File: src/rtl/at_cmd_sequencer.sv
// AT command sequencer: streams ROM-held command strings to the UART
// transmitter and waits for the OK flag, with timeout, retry and gap.
module at_cmd_sequencer #(
  parameter int N_CMDS      = 4,
  parameter int CMD_AW      = 2,
  parameter int BYTE_AW     = 5,
  parameter int TIMEOUT_CYC = 50000000,
  parameter int MAX_RETRY   = 3,
  parameter int GAP_CYC     = 1000,
  parameter int CNT_W       = 26
) (
  input  logic                      iCLK,
  input  logic                      RST_n,
  input  logic                      start,
  output logic [CMD_AW+BYTE_AW-1:0] rom_addr,
  input  logic [7:0]                rom_data,
  output logic                      tx_start,
  output logic [7:0]                tx_data,
  input  logic                      tx_done,
  output logic                      receive_ok_en,
  input  logic                      receiver_OK,
  output logic                      busy,
  output logic                      done,
  output logic                      error,
  output logic [CMD_AW-1:0]         err_cmd
);

  localparam int RW = $clog2(MAX_RETRY + 1);

  localparam logic [CNT_W-1:0]  GAP_LAST = CNT_W'(GAP_CYC - 1);
  localparam logic [CNT_W-1:0]  TO_LAST  = CNT_W'(TIMEOUT_CYC - 1);
  localparam logic [CMD_AW-1:0] CMD_LAST = CMD_AW'(N_CMDS - 1);
  localparam logic [RW-1:0]     RTY_MAX  = RW'(MAX_RETRY);

  typedef enum logic [2:0] {
    IDLE, GAP, FETCH, LOAD, WAIT_TX, WAIT_OK, DONE, FAIL
  } state_t;

  state_t              state;
  logic [CMD_AW-1:0]   cmd_idx;
  logic [BYTE_AW-1:0]  byte_idx;
  logic [RW-1:0]       retry_cnt;
  logic [CNT_W-1:0]    cnt;
  logic [RW-1:0]       retry_nxt;

  assign retry_nxt = retry_cnt + 1'b1;

  // Indices are registers, so the ROM sees a stable address during FETCH.
  assign rom_addr = {cmd_idx, byte_idx};

  always_ff @(posedge iCLK or negedge RST_n) begin
    if (!RST_n) begin
      state         <= IDLE;
      cmd_idx       <= '0;
      byte_idx      <= '0;
      retry_cnt     <= '0;
      cnt           <= '0;
      tx_start      <= 1'b0;
      tx_data       <= 8'h00;
      receive_ok_en <= 1'b0;
      busy          <= 1'b0;
      done          <= 1'b0;
      error         <= 1'b0;
      err_cmd       <= '0;
    end else begin
      tx_start <= 1'b0;
      unique case (state)
        IDLE, DONE, FAIL: begin
          if (start) begin
            done      <= 1'b0;
            error     <= 1'b0;
            cmd_idx   <= '0;
            retry_cnt <= '0;
            cnt       <= '0;
            busy      <= 1'b1;
            state     <= GAP;
          end
        end
        GAP: begin
          if (cnt == GAP_LAST) begin
            byte_idx <= '0;
            state    <= FETCH;
          end else begin
            cnt <= cnt + 1'b1;
          end
        end
        FETCH: state <= LOAD;
        LOAD: begin
          if (rom_data == 8'h00) begin
            cnt           <= '0;
            receive_ok_en <= 1'b1;
            state         <= WAIT_OK;
          end else begin
            tx_data  <= rom_data;
            tx_start <= 1'b1;
            state    <= WAIT_TX;
          end
        end
        WAIT_TX: begin
          if (tx_done) begin
            if (byte_idx == '1) begin
              cnt           <= '0;
              receive_ok_en <= 1'b1;
              state         <= WAIT_OK;
            end else begin
              byte_idx <= byte_idx + 1'b1;
              state    <= FETCH;
            end
          end
        end
        WAIT_OK: begin
          cnt <= cnt + 1'b1;
          // OK takes priority over a timeout landing in the same cycle.
          if (receiver_OK) begin
            receive_ok_en <= 1'b0;
            retry_cnt     <= '0;
            cnt           <= '0;
            if (cmd_idx == CMD_LAST) begin
              done  <= 1'b1;
              busy  <= 1'b0;
              state <= DONE;
            end else begin
              cmd_idx <= cmd_idx + 1'b1;
              state   <= GAP;
            end
          end else if (cnt == TO_LAST) begin
            receive_ok_en <= 1'b0;
            cnt           <= '0;
            retry_cnt     <= retry_nxt;
            if (retry_nxt == RTY_MAX) begin
              error   <= 1'b1;
              err_cmd <= cmd_idx;
              busy    <= 1'b0;
              state   <= FAIL;
            end else begin
              state <= GAP;
            end
          end
        end
        default: state <= IDLE;
      endcase
    end
  end

endmodule
File: config.mk
export PLATFORM = sky130hd
export DESIGN_NAME = at_cmd_sequencer
export DESIGN_NICKNAME = d
export VERILOG_FILES = /design/src/rtl/at_cmd_sequencer.sv
export SDC_FILE = /design/constraint.sdc
export NUM_CORES = 1
export LEC_CHECK = 0
export BUFFER_PORTS_ARGS = -buffer_cell sky130_fd_sc_hd__buf_2
export CAP_MARGIN = 20
export CORE_AREA = 2 2 80 82
export DETAILED_ROUTE_END_ITERATION = 6
export DIE_AREA = 0 0 82 84
export PLACE_DENSITY = 0.71
export SLEW_MARGIN = 20
export SYNTH_ARGS = -nofsm -noshare
export SYNTH_HDL_FRONTEND = slang
export SYNTH_SLANG_ARGS = --single-unit
File: constraint.sdc
create_clock -name iCLK -period 8.1 [get_ports iCLK]
set_input_delay 2.025 -clock iCLK [delete_from_list [all_inputs] [get_ports iCLK]]
set_output_delay 2.025 -clock iCLK [all_outputs]
set_load 0.01 [all_outputs]
==> metrics <==
P_leak=about 1.5 nW; initial drt markers=~220; top cell type by total area after synthesis=dfrtp_1; vias in the first global route=2516; IO Port Bufs=34; average size of a mapped cell=~9.7 sq um; Yosys top cell area share=0.4373; Worst-path clk slew=0.09 ns; r2r endpoint=state[1]; Place WS=between 3 and 4 ns; Post-CTS Setup Inserts=0; area delta synth->final=10.56%; Final ANT Viol Nets=0; Die X=82 um; Detailed Route WL=6696 um; largest net degree at the start of global routing=54; Core Util, Final=0.5501; clock tree buffer depth=2; hold buffers post-CTS=0; Sink Count=53; Worst Slack Setup Final=4.276 ns; via count=2550; CP Capture Type=flip-flop; share of cells above drive strength 1=0.2087; WP data arrival=between 4 and 5 ns; crit start category=input pin; outcome=completed; antenna cell count=0; DR DRC count=0; Post-synth ARST share=1.000; Num CTS Buffers=5; Worst Path Required=8.31 ns; slew margin rel.=0.5428; placed cells=just over 400; Worst-Margin Slew=roughly 0.68 ns; top cells by area, synth=dfrtp_1 (44%), nand2_1 (5.8%), mux2_2 (4.5%); syn_nets=331; CTS Root Cell=clkbuf_8; drt via density=6.043; first-pass GRT wire length=11630 um; Period minus WS final=3.824 ns; setup_tns=0 ns; Core Area=0.006096 sq mm; Seq cells post-synth=53; sequential fraction of the synthesis area=0.4373; crit path to=state[1]; pwr dens=around 280 mW/mm^2; die area=0.006888 sq mm; Post-DP Area=~0.0032 sq mm; depth of the most critical reg-to-reg path=6; DR WL/cell=around 16 um; worst-path fanout max=24; Nets=362; FP Rows=29; GRT Overall Usage=0.2121; critical path launch point=rom_data[1]; Worst R2R Setup Slack=5.09 ns; synthesized instance count=313; ys flop type=dfrtp_1; post-synthesis cell area=0.003033 sq mm; number of flops mapped to enable cells by yosys=0; die height=approximately 84 um; CTS tree=yes; DPL Wire Length=4808 um; I/O Pins=35; Reg-to-Reg Start=state[2]; Setup CP Type=input pin to flip-flop; initial antenna violation count=0; Max Freq=0.2615 GHz; Finished Layout Cells=422; CTS H-Tree Depth=2; Finished Cell Area=0.003353 sq mm; worst hold path class=flip-flop to flip-flop; Synth Warn #=0; final hold violations=0; Initial Util=0.4975; PostCTS Resize Cnt=0; Max-cap violations=0; crit share post-route=0.4721; clock skew=roughly 0.008 ns; GP Congestion=0.8672; Cell variety after synth=54; Final Slew Violations=0; grt total ovfl=0; TritonRoute pass-1 iters=4; RSZ-0062 raised after global routing=no; Final Setup Violations=0; worst skew pair latency=0.31 ns; maximum vdd drop=161.8 uV
==> registers in the layout, summed over array words and instances, names as in the netlist, 2 cells and up <==
name and flops:
err_cmd 2, cnt 26, retry_cnt 2, tx_data 8, cmd_idx 2, byte_idx 5, state 3
==> synth_stat cells, drive strengths merged, types with 4 or more instances <==
master and count:
a22o 5, nand4 13, and2 5, clkbuf 5, nor2 16, or3 4
nand3 10, nand2 47, o31ai 12, mux2 12, o21ai 24, nor3 6
and3 6, inv 9, a21oi 9, buf 6, nor4 8, a2bb2oi 9
ha 5, or4 5, a31oi 4, a21o 4, dfrtp 53, nor2b 6
==> worst min-delay path by stage <==
stage | start | to | slack (ns) | depth (start not counted)
final | error | error | 0.49 | 2
after global routing | error | error | 0.52 | 2
after CTS | error | error | 0.49 | 2
after detailed placement | error | error | 0.47 | 2
after global placement | error | error | 0.45 | 2
after floorplan | retry_cnt[1] | retry_cnt[1] | 0.48 | 2
==> cell usage in the layout, fill, tap and decap left out, drive strengths merged, types with 7 or more instances in the layout <==
cell type	Yosys	final
a21oi	9	9
a2bb2oi	9	9
buf	6	35
clkbuf	5	7
dfrtp	53	53
inv	9	9
mux2	12	12
nand2	47	47
nand3	10	10
nand4	13	13
nor2	16	16
nor4	8	8
o21ai	24	24
o31ai	12	12
==> logic make-up (layout without fill, tap and decap cells) <==
| logic type | Yosys count | count (layout) | synth area share |
|---|---|---|---|
| AOI/OAI and AO/OA | 78 | 78 | 0.1960 |
| xor gates and xnor gates | 4 | 4 | 0.01155 |
| and+or+nand+nor | 141 | 141 | 0.2541 |
| buffers and inverters | 20 | 52 | 0.03589 |
| adders and majority gates | 5 | 5 | 0.02063 |
| muxes | 12 | 12 | 0.04455 |
| DFF | 53 | 53 | 0.4373 |
==> worst max-delay path, cell delays in order <==
cell and delay, ns:
buf_2 0.09, nor4_1 0.06, and3_1 0.18, a2111oi_2 0.66
or2_2 0.59, nor2_2 0.12, o32ai_2 0.29
==> layer usage <==
layer / global-route usage / vias to the layer above / part of all wire
met5: 0 / - / 0
met4: 0.07424 / 0 / 0.014
met3: 0.03896 / 8 / 0.047
met2: 0.3082 / 69 / 0.47
met1: 0.3153 / 1245 / 0.47
li1: - / 1228 / -
==> where the power goes <==
part	total [W]	switching [W]	internal, W
Sequential	0.000367	0.0000550	0.000312
Clock	0.000186	0.0000847	0.000101
Combinational	0.000370	0.000219	0.000150
==> area by class of cell <==
type                    instances  area, sq um
clock inverters                 1        30.03
fillers                       551         2743
multi-input cells             240         1603
well taps                      77        96.34
inverters                       9        33.78
repair buffers                 35        177.7
flip-flops and latches         53         1326
clock buffers                   7        86.33
==> stage by stage <==
step	power, W	hold WS, ns
floorplan	0.0006498	0.4786
global placement	0.0007326	0.4534
detailed placement	0.0007398	0.4677
CTS	0.0009265	0.4943
global route	0.0009836	0.5180
finish	0.0009225	0.4888
Power figures use the tool's default switching activity.
